==> src/rtl/onehot_player_pkg.sv <==
// Shared types and constants for the one-hot code player.
package onehot_player_pkg;

  localparam int CODE_W = 3;
  localparam int PAT_W  = 8;
  localparam int ENTRY_W = CODE_W + 1;

  typedef enum logic {
    IDLE = 1'b0,
    HOLD = 1'b1
  } state_t;

  // An unflagged entry decodes to the all-off pattern.
  function automatic logic [PAT_W-1:0] onehot_decode(input logic flag,
                                                     input logic [CODE_W-1:0] code);
    logic [PAT_W-1:0] pat;
    pat = '0;
    if (flag) pat = PAT_W'(1) << code;
    return pat;
  endfunction

endpackage

==> src/rtl/onehot_player_if.sv <==
// Producer-side handshake bundle: code entry plus ready back-pressure.
interface onehot_player_if;
  import onehot_player_pkg::*;

  logic              in_valid;
  logic [CODE_W-1:0] in_code;
  logic              in_flag;
  logic              in_ready;

  modport master (output in_valid, output in_code, output in_flag, input in_ready);
  modport slave  (input in_valid, input in_code, input in_flag, output in_ready);
endinterface

==> src/rtl/onehot_player_fifo.sv <==
// Circular FIFO of {flag,code} entries; head is visible combinationally.
module onehot_fifo #(
  parameter int DEPTH = 4,
  parameter int W     = 4
) (
  input  logic                   clk,
  input  logic                   rst,
  input  logic                   push,
  input  logic [W-1:0]           push_data,
  input  logic                   pop,
  output logic [W-1:0]           head,
  output logic [$clog2(DEPTH):0] count
);

  localparam int AW = $clog2(DEPTH);
  localparam int CW = AW + 1;
  localparam logic [CW-1:0] FULL_CNT = CW'(DEPTH);

  logic [W-1:0]  mem [DEPTH];
  logic [AW-1:0] wr_ptr;
  logic [AW-1:0] rd_ptr;
  logic          do_push;
  logic          do_pop;

  assign do_push = push && (count != FULL_CNT);
  assign do_pop  = pop && (count != '0);
  assign head    = mem[rd_ptr];

  // DEPTH is a power of two, so pointer wrap is the natural rollover.
  always_ff @(posedge clk) begin
    if (rst) begin
      wr_ptr <= '0;
      rd_ptr <= '0;
      count  <= '0;
    end else begin
      if (do_push) wr_ptr <= wr_ptr + 1'b1;
      if (do_pop)  rd_ptr <= rd_ptr + 1'b1;
      case ({do_push, do_pop})
        2'b10:   count <= count + 1'b1;
        2'b01:   count <= count - 1'b1;
        default: count <= count;
      endcase
    end
  end

  always_ff @(posedge clk) begin
    if (do_push) mem[wr_ptr] <= push_data;
  end

endmodule

==> src/rtl/onehot_player.sv <==
// Queues {flag,code} entries and shows each as a one-hot pattern for HOLD_CYCLES cycles.
module onehot_player
  import onehot_player_pkg::*;
#(
  parameter int DEPTH       = 4,
  parameter int HOLD_CYCLES = 8
) (
  input  logic                   clk,
  input  logic                   rst,
  onehot_player_if.slave         in_bus,
  output logic [PAT_W-1:0]       sw_out,
  output logic                   out_active,
  output logic                   busy,
  output logic [$clog2(DEPTH):0] fifo_count
);

  localparam int FCW = $clog2(DEPTH) + 1;
  localparam int HCW = $clog2(HOLD_CYCLES) + 1;
  localparam logic [FCW-1:0] FULL_CNT  = FCW'(DEPTH);
  localparam logic [HCW-1:0] HOLD_LOAD = HCW'(HOLD_CYCLES - 1);

  state_t             state;
  state_t             state_n;
  logic [HCW-1:0]     hold_cnt;
  logic               pop;
  logic               push;
  logic [ENTRY_W-1:0] head;

  // Ready comes from the registered count only, so a same-cycle pop never frees a slot.
  assign in_bus.in_ready = (fifo_count < FULL_CNT);
  assign push            = in_bus.in_valid && in_bus.in_ready;

  onehot_fifo #(
    .DEPTH (DEPTH),
    .W     (ENTRY_W)
  ) u_fifo (
    .clk       (clk),
    .rst       (rst),
    .push      (push),
    .push_data ({in_bus.in_flag, in_bus.in_code}),
    .pop       (pop),
    .head      (head),
    .count     (fifo_count)
  );

  always_comb begin
    state_n = state;
    pop     = 1'b0;
    unique case (state)
      IDLE: begin
        if (fifo_count != '0) begin
          pop     = 1'b1;
          state_n = HOLD;
        end
      end
      HOLD: begin
        if (hold_cnt == '0) begin
          if (fifo_count != '0) pop = 1'b1;
          else                  state_n = IDLE;
        end
      end
    endcase
  end

  always_ff @(posedge clk) begin
    if (rst) state <= IDLE;
    else     state <= state_n;
  end

  // Display register: loaded on every pop, cleared when falling back to IDLE.
  always_ff @(posedge clk) begin
    if (rst) begin
      hold_cnt   <= '0;
      sw_out     <= '0;
      out_active <= 1'b0;
      busy       <= 1'b0;
    end else if (pop) begin
      hold_cnt   <= HOLD_LOAD;
      sw_out     <= onehot_decode(head[ENTRY_W-1], head[CODE_W-1:0]);
      out_active <= head[ENTRY_W-1];
      busy       <= 1'b1;
    end else if (state == HOLD) begin
      if (hold_cnt != '0) begin
        hold_cnt <= hold_cnt - 1'b1;
      end else begin
        sw_out     <= '0;
        out_active <= 1'b0;
        busy       <= 1'b0;
      end
    end
  end

endmodule

==> src/flat_wrapper.sv <==
// flat-port wrapper written by rule: the top's interface ports become plain ports
module onehot_player_flat import onehot_player_pkg::*;
#(
  parameter int DEPTH       = 4,
  parameter int HOLD_CYCLES = 8
)
  (clk, rst, sw_out, out_active, busy, fifo_count, in_bus_in_valid, in_bus_in_code, in_bus_in_flag, in_bus_in_ready);
  onehot_player_if in_bus_i ();
  input  logic clk;
  input  logic rst;
  output logic [PAT_W-1:0] sw_out;
  output logic out_active;
  output logic busy;
  output logic [$clog2(DEPTH):0] fifo_count;
  input wire logic [$bits(in_bus_i.in_valid)-1:0] in_bus_in_valid;
  input wire logic [$bits(in_bus_i.in_code)-1:0] in_bus_in_code;
  input wire logic [$bits(in_bus_i.in_flag)-1:0] in_bus_in_flag;
  output wire logic [$bits(in_bus_i.in_ready)-1:0] in_bus_in_ready;
  assign in_bus_i.in_valid = in_bus_in_valid;
  assign in_bus_i.in_code = in_bus_in_code;
  assign in_bus_i.in_flag = in_bus_in_flag;
  assign in_bus_in_ready = in_bus_i.in_ready;
  onehot_player #(.DEPTH(DEPTH), .HOLD_CYCLES(HOLD_CYCLES)) u_core (.clk(clk), .rst(rst), .in_bus(in_bus_i), .sw_out(sw_out), .out_active(out_active), .busy(busy), .fifo_count(fifo_count));
endmodule
==> config.mk <==
export PLATFORM = sky130hd
export DESIGN_NAME = onehot_player_flat
export DESIGN_NICKNAME = d
export VERILOG_FILES = /design/src/rtl/onehot_player_pkg.sv /design/src/rtl/onehot_player_if.sv /design/src/rtl/onehot_player_fifo.sv /design/src/rtl/onehot_player.sv /design/src/flat_wrapper.sv
export SDC_FILE = /design/constraint.sdc
export NUM_CORES = 1
export LEC_CHECK = 0
export BUFFER_PORTS_ARGS = -buffer_cell sky130_fd_sc_hd__buf_4
export CAP_MARGIN = 10
export CORE_AREA = 2 2 69 71
export CTS_CLUSTER_DIAMETER = 60
export DETAILED_ROUTE_END_ITERATION = 12
export DIE_AREA = 0 0 71 73
export PLACE_DENSITY_LB_ADDON = 0.25
export REMOVE_ABC_BUFFERS = 1
export SETUP_SLACK_MARGIN = 0.2
export SYNTH_ARGS = -nofsm -noshare
export SYNTH_HDL_FRONTEND = slang
export SYNTH_SLANG_ARGS = --single-unit
export TNS_END_PERCENT = 1
==> constraint.sdc <==
create_clock -name clk -period 7.8 [get_ports clk]
set_input_delay 1.17 -clock clk [delete_from_list [all_inputs] [get_ports clk]]
set_output_delay 1.17 -clock clk [all_outputs]
set_load 0.005 [all_outputs]
==> impl_metrics.csv, run 1 <==
group,metric,value,unit
run_status,outcome,"finished clean",
final_layout,fillers,408,
clock_network,cts_max_level,2,
die,pin_count,21,
final_layout,layout-drive-gt1-share,0.242,
logic_synthesis,yosysTopAreaCell,"dfxtp_1",
grt,grt_overflow,0,
clock_network,cts_sinks,40,
critical_path,worst_setup_path_end_kind,"register",
pwr,power_density,359,nW/um^2
logic_synthesis,avgSynthCellArea,12.6,sq um
place,io_buffers,20,
die,coreArea,4540,sq um
clock_network,clk_latency,290,ps
pwr,p_int,0.475,mW
logic_synthesis,netlist.area_leader.share,0.284,
run,drv_cap,0,
critical_path,critPathSlowestCell,"or3b_1",
clock_network,clk_pin_slew,80,ps
die,die_h,73,um
drt,drc,0,
clock_network,cts_resized,0,
critical_path,cp-start-kind,"register",
drt,vias_per_cell,4.93,
timing,rsz0062_at_grt,"no",
logic_synthesis,synth-main-ff-cell,"dfxtp_1",
die,start_util,0.373,
pwr,ir_drop,0.000159,V
final_layout,area_growth_syn_to_layout,17.5,%
logic_synthesis,yosys.cell_types.count,35,
drt,dr.first_iter.drc_count,46,
grt,grt_pass1_vias,1090,
place,gp_congestion,0.820,
logic_synthesis,ys_async_sr_fraction,0,
final_layout,antenna_cells,0,
timing,max_slew_margin,0.725,
logic_synthesis,ys_seq_elements,40,
logic_synthesis,synth_edf_count,16,
critical_path,cp.arrival,2940,ps
pwr,p_sw,0.239,mW
clock_network,post_cts_buffers,0,
clock_network,postCtsHoldBufs,0,
timing,slew_viol_final,0,
pwr,combPwrFrac,0.344,
logic_synthesis,yosysWarnings,0,
logic_synthesis,syn-cell-area,1690,sq um
logic_synthesis,synthCells,134,
timing,hold_viol,0,
drt,ant_nets,0,
die,die_area,5180,sq um
timing,setup_viol_count_final,0,
pwr,power_frac_clock,0.233,
pwr,sw_frac_of_total,0.334,
critical_path,path_cells,"inv_1 -> ha_1 -> or3b_1 -> a21oi_2 -> ha_1 -> inv_1 -> fa_1 -> xor2_1 -> or3_2 -> a21oi_1",
clock_network,cts_buffers,5,
logic_synthesis,yosysSeqAreaShare,0.568,
drt,firstDrtPassIters,4,
grt,grt_pass1_wl,4.97,mm
critical_path,critPathMaxFanout,3,
critical_path,cp.required,8020,ps
place,hpwl,2.18,mm
timing,fin_crit,2730,ps
grt,antenna_found_initial,0,
timing,worst_pin_slew,413,ps
timing,post-route-period-util,0.350,
critical_path,path_class,"register to register",
drt,avgRoutedWirePerCell,13.8,um
logic_synthesis,ys_top_cells_by_area,"dfxtp_1 (28%), edfxtp_1 (28%), ha_1 (4.4%)",
drt,dr_total_vias,1040,
hold_path,worstHoldPathType,"register to register",
clock_network,cts_tree,"yes",
die,rows,25,
pwr,power_leakage,0.757,nW
timing,max_freq,367,MHz
timing,clock_skew,8.57,ps
critical_path,cp_slowest_stage_delay,420,ps
clock_network,cts_root_buffer,"clkbuf_8",
grt,grt_max_degree,21,
timing,finalSetupTns,0,ps
die,dieWidth,71,um
final_layout,utilization,0.438,
grt,grt_use_total,0.126,
clock_network,clockBufferDepth,2,
pwr,fin_total_pwr,0.714,mW
drt,wirelength,2.91,mm
final_layout,final_nets,170,
pwr,power_frac_seq,0.423,
## metal layers
layer  track usage  vias to the layer above  part of all wire
met3        0.0428                        5             0.037
met2         0.223                       16              0.52
li1              -                      522                 -
met4        0.0545                        0             0.014
met1         0.137                      497              0.43
met5             0                        -                 0
## state kept, by name, summed over array words and instances (netlist names), named ones only
register,cells
u_core.busy,1
u_core.hold_cnt,4
u_core.out_active,1
u_core.state,1
u_core.sw_out,8
u_core.u_fifo.count,3
u_core.u_fifo.mem,16
u_core.u_fifo.rd_ptr,2
u_core.u_fifo.wr_ptr,2
## critical path: cells and delay by family (launching register included)
| kind | cells | cell delay (ps) |
|---|---|---|
| buffers and inverters | 2 | 150 |
| adders and majority gates | 3 | 800 |
| AOI/OAI and AO/OA | 2 | 400 |
| DFF | 1 | 320 |
| and+or+nand+nor | 2 | 830 |
| xor gates and xnor gates | 1 | 160 |
## worst paths after layout
path	start	endpoint	slack [ps]	cells after the start
max reg2reg	u_core.hold_cnt[0]	u_core.u_fifo.count[2]	5070	10
min	u_core.out_active	u_core.out_active	470	2
min reg2reg	u_core.out_active	u_core.out_active	470	2
max	u_core.hold_cnt[0]	u_core.u_fifo.count[2]	5070	10
## placed cells by master (no fill, tap or decap), drive strengths merged, types with 2 or more instances in the layout
master	Yosys	routed
inv	12	12
nor3b	3	3
a21oi	7	7
a22o	6	6
dfxtp	24	24
clkbuf	3	5
xor2	3	3
o211ai	2	2
buf	2	20
edfxtp	16	16
nor3	5	5
ha	6	6
nor2	15	15
xnor2	3	3
a211oi	3	3
mux4	4	4
or3	3	3
and2	5	5
## cell families after synthesis
| group | count (synthesis) | synth area share |
|---|---|---|
| multiplexers | 5 | 0.0711 |
| flip-flops | 40 | 0.568 |
| buffers and inverters | 17 | 0.0466 |
| AND/OR/NAND/NOR | 35 | 0.116 |
| AO/OA/AOI/OAI | 24 | 0.110 |
| XOR/XNOR | 6 | 0.0311 |
| adder cells (fa/ha/maj) | 7 | 0.0563 |
## synthesized netlist by cell type, drive strengths merged, types with 2 or more instances
cell and number:
mux4 4, and2 5, nor3b 3, a211oi 3, o211ai 2, buf 2, nor2 15, dfxtp 24
a21oi 7, clkbuf 3, or3 3, xnor2 3, edfxtp 16, ha 6, a22o 6, nor3 5
xor2 3, inv 12
## metrics by stage
stage / cell area [sq um] / worst slack (ps) / std cells / hold WS, ps
floorplan: 1660 / 5040 / 129 / 447
CTS: 1990 / 5090 / 211 / 474
global placement: 1870 / 4900 / 203 / 454
finish: 1990 / 5070 / 211 / 470
detailed placement: 1870 / 4830 / 203 / 462
global route: 1990 / 4890 / 211 / 496
## power by group through the flow
stage,Sequential [mW],Combinational (mW),Clock (mW)
2_1_floorplan,0.299,0.185,0
3_3_place_gp,0.304,0.239,0
3_5_place_dp,0.307,0.246,0
4_1_cts,0.303,0.247,0.173
5_1_grt,0.309,0.279,0.181
6_report,0.302,0.245,0.167
## area by class of cell
type                            count  area [sq um]  share of cell area
Clock inverter                      3          42.5              0.0214
Inverter                           12          45.0              0.0227
Timing Repair Buffer               20           150              0.0756
Clock buffer                        5          68.8              0.0347
Sequential cell                    40           961               0.484
Multi-Input combinational cell     77           651               0.328
Tap cell                           54          67.6              0.0340
Note: power is estimated with default switching activity, not from simulation.
==> run 2, diff against run 1 <==
==> constraint.sdc (replaced) <==
create_clock -name clk -period 2.81 [get_ports clk]
set_input_delay 0.4215 -clock clk [delete_from_list [all_inputs] [get_ports clk]]
set_output_delay 0.4215 -clock clk [all_outputs]
set_load 0.005 [all_outputs]
==> run 2 against run 1 <==
  * Worst hold slack got worse by 150 ps
  * Highest routed layer unchanged
  * Clock skew rose by 1.2 ps
  * Sequential power rose to 2.8 times the previous value
  * Count of clock-buffer cells in the layout did not move
==> impl_metrics.csv, run 2 (synthesis results as in run 1) <==
group,metric,value,unit
critical_path,r2r_slack,310,ps
clock_network,clk_pin_slew,80,ps
drt,ant_nets,0,
grt,antenna_found_initial,0,
pwr,power_density,1030,nW/um^2
timing,setup_ws,306,ps
clock_network,cts_root_buffer,"clkbuf_8",
clock_network,cts_buffers,5,
critical_path,path_class,"register to register",
die,die_h,73,um
critical_path,rr_worst_depth,10,
timing,hold_viol,0,
place,io_buffers,20,
hold_path,hold_start,"in_bus_in_flag",
final_layout,layout-drive-gt1-share,0.294,
timing,max_slew_margin,0.703,
timing,finalSetupTns,0,ps
die,dieWidth,71,um
run_status,outcome,"finished clean",
clock_network,cts_max_level,2,
critical_path,worst_setup_path_end_kind,"register",
clock_network,clk_latency,290,ps
run,drv_cap,0,
final_layout,reg_top3,"u_core.u_fifo.mem (16), u_core.sw_out (8), u_core.hold_cnt (4)",
timing,worst_pin_slew,442,ps
place,gp_congestion,0.751,
grt,grt_pass1_wl,4.93,mm
timing,max_freq,399,MHz
timing,slew_viol_final,0,
critical_path,crit_top_cell,"ha_4",
pwr,fin_total_pwr,2.11,mW
hold_path,worstHoldPathCells,1,
timing,fin_crit,2500,ps
critical_path,r2r-start,"u_core.hold_cnt[1]",
final_layout,largest_reg_flops,16,
critical_path,critPathSlowestCell,"or3b_4",
final_layout,antenna_cells,0,
drt,dr.first_iter.drc_count,60,
timing,post-route-period-util,0.891,
critical_path,cp.required,3030,ps
grt,grt_pass1_vias,1083,
timing,rsz0062_at_grt,"no",
final_layout,top_register,"u_core.u_fifo.mem",
drt,wirelength,2.92,mm
critical_path,path_cells,"inv_2 -> ha_4 -> or3b_4 -> a21oi_4 -> ha_4 -> inv_1 -> fa_1 -> xor2_1 -> or3_2 -> a21oi_1",
drt,vias_per_cell,5.07,
grt,grt_overflow,0,
timing,clock_skew,9.78,ps
final_layout,final_nets,173,
timing,setup_viol_count_final,0,
place,hpwl,2.12,mm
pwr,ir_drop,0.000323,V
die,start_util,0.373,
die,rows,25,
place,pre_cts_ws,121,ps
drt,dr_total_vias,1086,
critical_path,cp_slowest_stage_delay,410,ps
drt,drc,0,
clock_network,clockBufferDepth,2,
final_layout,fillers,424,
clock_network,cts_sinks,40,
die,coreArea,4540,sq um
clock_network,postCtsHoldBufs,0,
critical_path,cp.arrival,2730,ps
clock_network,cts_tree,"yes",
grt,grt_use_total,0.124,
hold_path,worstHoldPathType,"input pin to register",
critical_path,reg2reg_to,"u_core.u_fifo.count[2]",
die,die_area,5180,sq um
critical_path,critPathMaxFanout,3,
grt,grt_max_degree,21,
critical_path,cp-start-kind,"register",
die,pin_count,21,
drt,avgRoutedWirePerCell,13.7,um
hold_path,holdPathEnd,"u_core.u_fifo.mem[1][3]",
final_layout,area_growth_syn_to_layout,21.2,%
drt,firstDrtPassIters,4,
final_layout,final_cell_mix,"dfxtp_1 (23), buf_4 (23), edfxtp_1 (16)",
pwr,power_leakage,0.774,nW
[run 2: how the worst max path moves through the flow]
stage	cells after the start	startpoint	slack, ps	to
after global routing	10	u_core.hold_cnt[1]	180	u_core.u_fifo.count[2]
after detailed placement	10	u_core.hold_cnt[0]	120	u_core.u_fifo.count[2]
after global placement	10	u_core.hold_cnt[0]	240	u_core.u_fifo.count[2]
final	10	u_core.hold_cnt[1]	310	u_core.u_fifo.count[2]
after CTS	10	u_core.hold_cnt[0]	200	u_core.u_fifo.count[2]
after floorplan	10	u_core.hold_cnt[0]	310	u_core.u_fifo.count[2]
[run 2: report_power, final]
| group | switching, mW | internal [mW] | leakage, nW | total, mW |
|---|---|---|---|---|
| combinational | 0.387 | 0.401 | 0.376 | 0.788 |
| sequential | 0.113 | 0.730 | 0.344 | 0.843 |
| clock | 0.210 | 0.267 | 0.0548 | 0.478 |
[run 2: final cells by class]
class / instances / area (sq um) / area share
sequential: 40 / 962 / 0.470
multi-input combinational: 77 / 686 / 0.335
timing repair buffer: 23 / 173 / 0.0843
clock buffer: 5 / 68.8 / 0.0336
tap: 54 / 67.6 / 0.0330
clock inverter: 3 / 46.3 / 0.0226
inverter: 12 / 45.0 / 0.0220
[run 2: metal layers]
metal	up-vias	routed length (um)	track usage
met5	-	0	0
met3	5	108	0.0331
li1	529	-	-
met4	0	50	0.0629
met2	18	1530	0.209
met1	534	1230	0.147
[run 2: through the flow]
step	hold WS (ps)	cell area [sq um]	utilization	instances
finish	322	2050	0.452	214
global route	313	2050	0.452	214
CTS	316	2000	0.441	212
detailed placement	458	1870	0.413	203
global placement	454	1870	0.413	203
floorplan	447	1660	-	129
[run 2: repair_timing]
action,4_1_cts,5_1_grt
gates resized for setup,2,7
gates cloned,0,0
pin swaps,1,2
endpoints found under the setup margin,1,1
setup buffers,1,2
[run 2: worst max-delay path: cells and delay by family, from the launching register on]
| family | cells | cell delay [ps] |
|---|---|---|
| AO/OA/AOI/OAI | 2 | 330 |
| XOR/XNOR | 1 | 160 |
| adder cells (fa/ha/maj) | 3 | 660 |
| buffers and inverters | 2 | 110 |
| flip-flops | 1 | 340 |
| AND/OR/NAND/NOR | 2 | 820 |
==> run 3, diff against run 2 <==
--- a/config.mk
+++ b/config.mk
@@ -14,6 +14,7 @@
 export PLACE_DENSITY_LB_ADDON = 0.25
 export REMOVE_ABC_BUFFERS = 1
 export SETUP_SLACK_MARGIN = 0.2
+export SKIP_CTS_REPAIR_TIMING = 1
 export SYNTH_ARGS = -nofsm -noshare
 export SYNTH_HDL_FRONTEND = slang
 export SYNTH_SLANG_ARGS = --single-unit
==> constraint.sdc (replaced) <==
create_clock -name clk -period 2.5 [get_ports clk]
set_input_delay 0.375 -clock clk [delete_from_list [all_inputs] [get_ports clk]]
set_output_delay 0.375 -clock clk [all_outputs]
set_load 0.005 [all_outputs]
==> run 3 against run 2 <==
  * Die area unchanged
  * Sequential share of layout area shrank 0.62 points
  * Total power is 14% higher
  * Utilization up 0.66 points
  * Critical path type unchanged
  * Critical endpoint unchanged
  * Highest routed layer unchanged
==> impl_metrics.csv, run 3 (synthesis results as in run 1) <==
group,metric,value,unit
run_status,outcome,"finished clean",
critical_path,r2r-start,"u_core.hold_cnt[1]",
timing,fin_hold_ws,287,ps
timing,rsz0062_at_grt,"yes",
place,gp_congestion,0.769,
final_layout,final_cell_mix,"buf_4 (25), dfxtp_1 (22), edfxtp_1 (16)",
critical_path,path_cells,"inv_2 -> ha_4 -> or3b_4 -> a21oi_4 -> ha_4 -> inv_2 -> fa_2 -> xor2_2 -> or3_4 -> a21oi_2",
hold_path,holdPathEnd,"u_core.u_fifo.mem[3][2]",
drt,firstDrtPassIters,4,
clock_network,clk_pin_slew,80,ps
timing,finalSetupTns,0,ps
final_layout,layout-drive-gt1-share,0.333,
grt,grt_pass1_wl,5.18,mm
pwr,power_leakage,0.786,nW
drt,wirelength,3.08,mm
place,hpwl,2.22,mm
final_layout,fillers,415,
grt,grt_pass1_vias,1122,
grt,grt_use_total,0.131,
clock_network,cts_max_level,2,
final_layout,largest_reg_flops,16,
critical_path,rr_worst_depth,10,
grt,grt_max_degree,21,
timing,max_freq,421,MHz
clock_network,cts_sinks,40,
critical_path,critPathSlowestCell,"or3b_4",
timing,post-route-period-util,0.949,
run,drv_cap,0,
drt,dr_total_vias,1072,
timing,hold_viol,0,
die,coreArea,4540,sq um
timing,max_slew_margin,0.683,
final_layout,area.sequential,963,sq um
die,dieWidth,71,um
final_layout,area_growth_syn_to_layout,22.9,%
critical_path,reg2reg_to,"u_core.u_fifo.count[2]",
drt,avgRoutedWirePerCell,14.2,um
hold_path,worstHoldPathCells,1,
drt,dr.first_iter.drc_count,51,
final_layout,final_common_cell,"buf_4",
critical_path,cp.arrival,2600,ps
drt,drc,0,
hold_path,hold_start,"in_bus_in_code[2]",
drt,ant_nets,0,
die,start_util,0.373,
die,rows,25,
critical_path,r2r_slack,130,ps
pwr,power_density,1160,nW/um^2
timing,fin_crit,2370,ps
die,die_area,5180,sq um
final_layout,top_register,"u_core.u_fifo.mem",
final_layout,final_nets,175,
critical_path,cp.required,2730,ps
critical_path,path_class,"register to register",
clock_network,clk_latency,290,ps
final_layout,antenna_cells,0,
critical_path,critPathMaxFanout,3,
critical_path,cp-start-kind,"register",
timing,worst_pin_slew,472,ps
drt,vias_per_cell,4.96,
critical_path,cp_slowest_stage_delay,400,ps
pwr,ir_drop,0.000403,V
critical_path,worst_setup_path_end_kind,"register",
clock_network,clockBufferDepth,2,
die,pin_count,21,
place,io_buffers,20,
grt,grt_overflow,0,
clock_network,cts_root_buffer,"clkbuf_8",
clock_network,cts_buffers,5,
timing,slew_viol_final,0,
grt,antenna_found_initial,0,
clock_network,cts_tree,"yes",
hold_path,worstHoldPathType,"input pin to register",
final_layout,reg_top3,"u_core.u_fifo.mem (16), u_core.sw_out (8), u_core.hold_cnt (4)",
timing,setup_viol_count_final,0,
die,die_h,73,um
timing,clock_skew,3.54,ps
final_layout,multi_input_area,703,sq um
run 3: area by class of cell:
type / instances / share of cell area
sequential: 40 / 0.464
multi-input combinational: 77 / 0.338
timing repair buffer: 25 / 0.0903
clock buffer: 5 / 0.0331
tap: 54 / 0.0325
inverter: 12 / 0.0217
clock inverter: 3 / 0.0205
run 3: worst max-delay path by stage:
stage	start	endpoint	slack, ps	depth (start not counted)
after detailed placement	u_core.hold_cnt[1]	u_core.u_fifo.count[2]	-50	10
final	u_core.hold_cnt[1]	u_core.u_fifo.count[2]	130	10
after global routing	u_core.hold_cnt[1]	u_core.u_fifo.count[2]	70	10
after CTS	u_core.hold_cnt[0]	u_core.u_fifo.count[2]	-80	10
after global placement	u_core.hold_cnt[0]	u_core.u_fifo.count[2]	50	10
after floorplan	u_core.hold_cnt[0]	u_core.u_fifo.count[2]	3	10
run 3: critical path, delay by kind of cell (launching register included):
family          cells  cell delay, ps
simple gates        2             730
compound gates      2             300
flops               1             340
buf+inv             2             110
xor+xnor            1             190
fa+ha+maj           3             660
run 3: through the flow:
step           area [sq um]  power, mW  worst slack (ps)   util  std cells
2_1_floorplan          1660       1.51              2.92      -        129
3_3_place_gp           1900       1.74              53.8  0.418        206
3_5_place_dp           1900       1.77             -50.5  0.418        206
4_1_cts                2010       2.30             -79.3  0.443        214
6_report               2080       2.41               127  0.458        216
5_1_grt                2080       2.58              65.4  0.458        216
run 3: layer usage:
layer	track usage	up-vias	wire, um
li1	-	537	-
met2	0.220	16	1610
met1	0.156	515	1330
met5	0	-	0
met3	0.0442	4	104
met4	0.0461	0	39
run 3: power breakdown:
part,total [mW],switching (mW),internal (mW)
combinational,0.936,0.457,0.479
clock,0.524,0.228,0.295
sequential,0.949,0.126,0.823
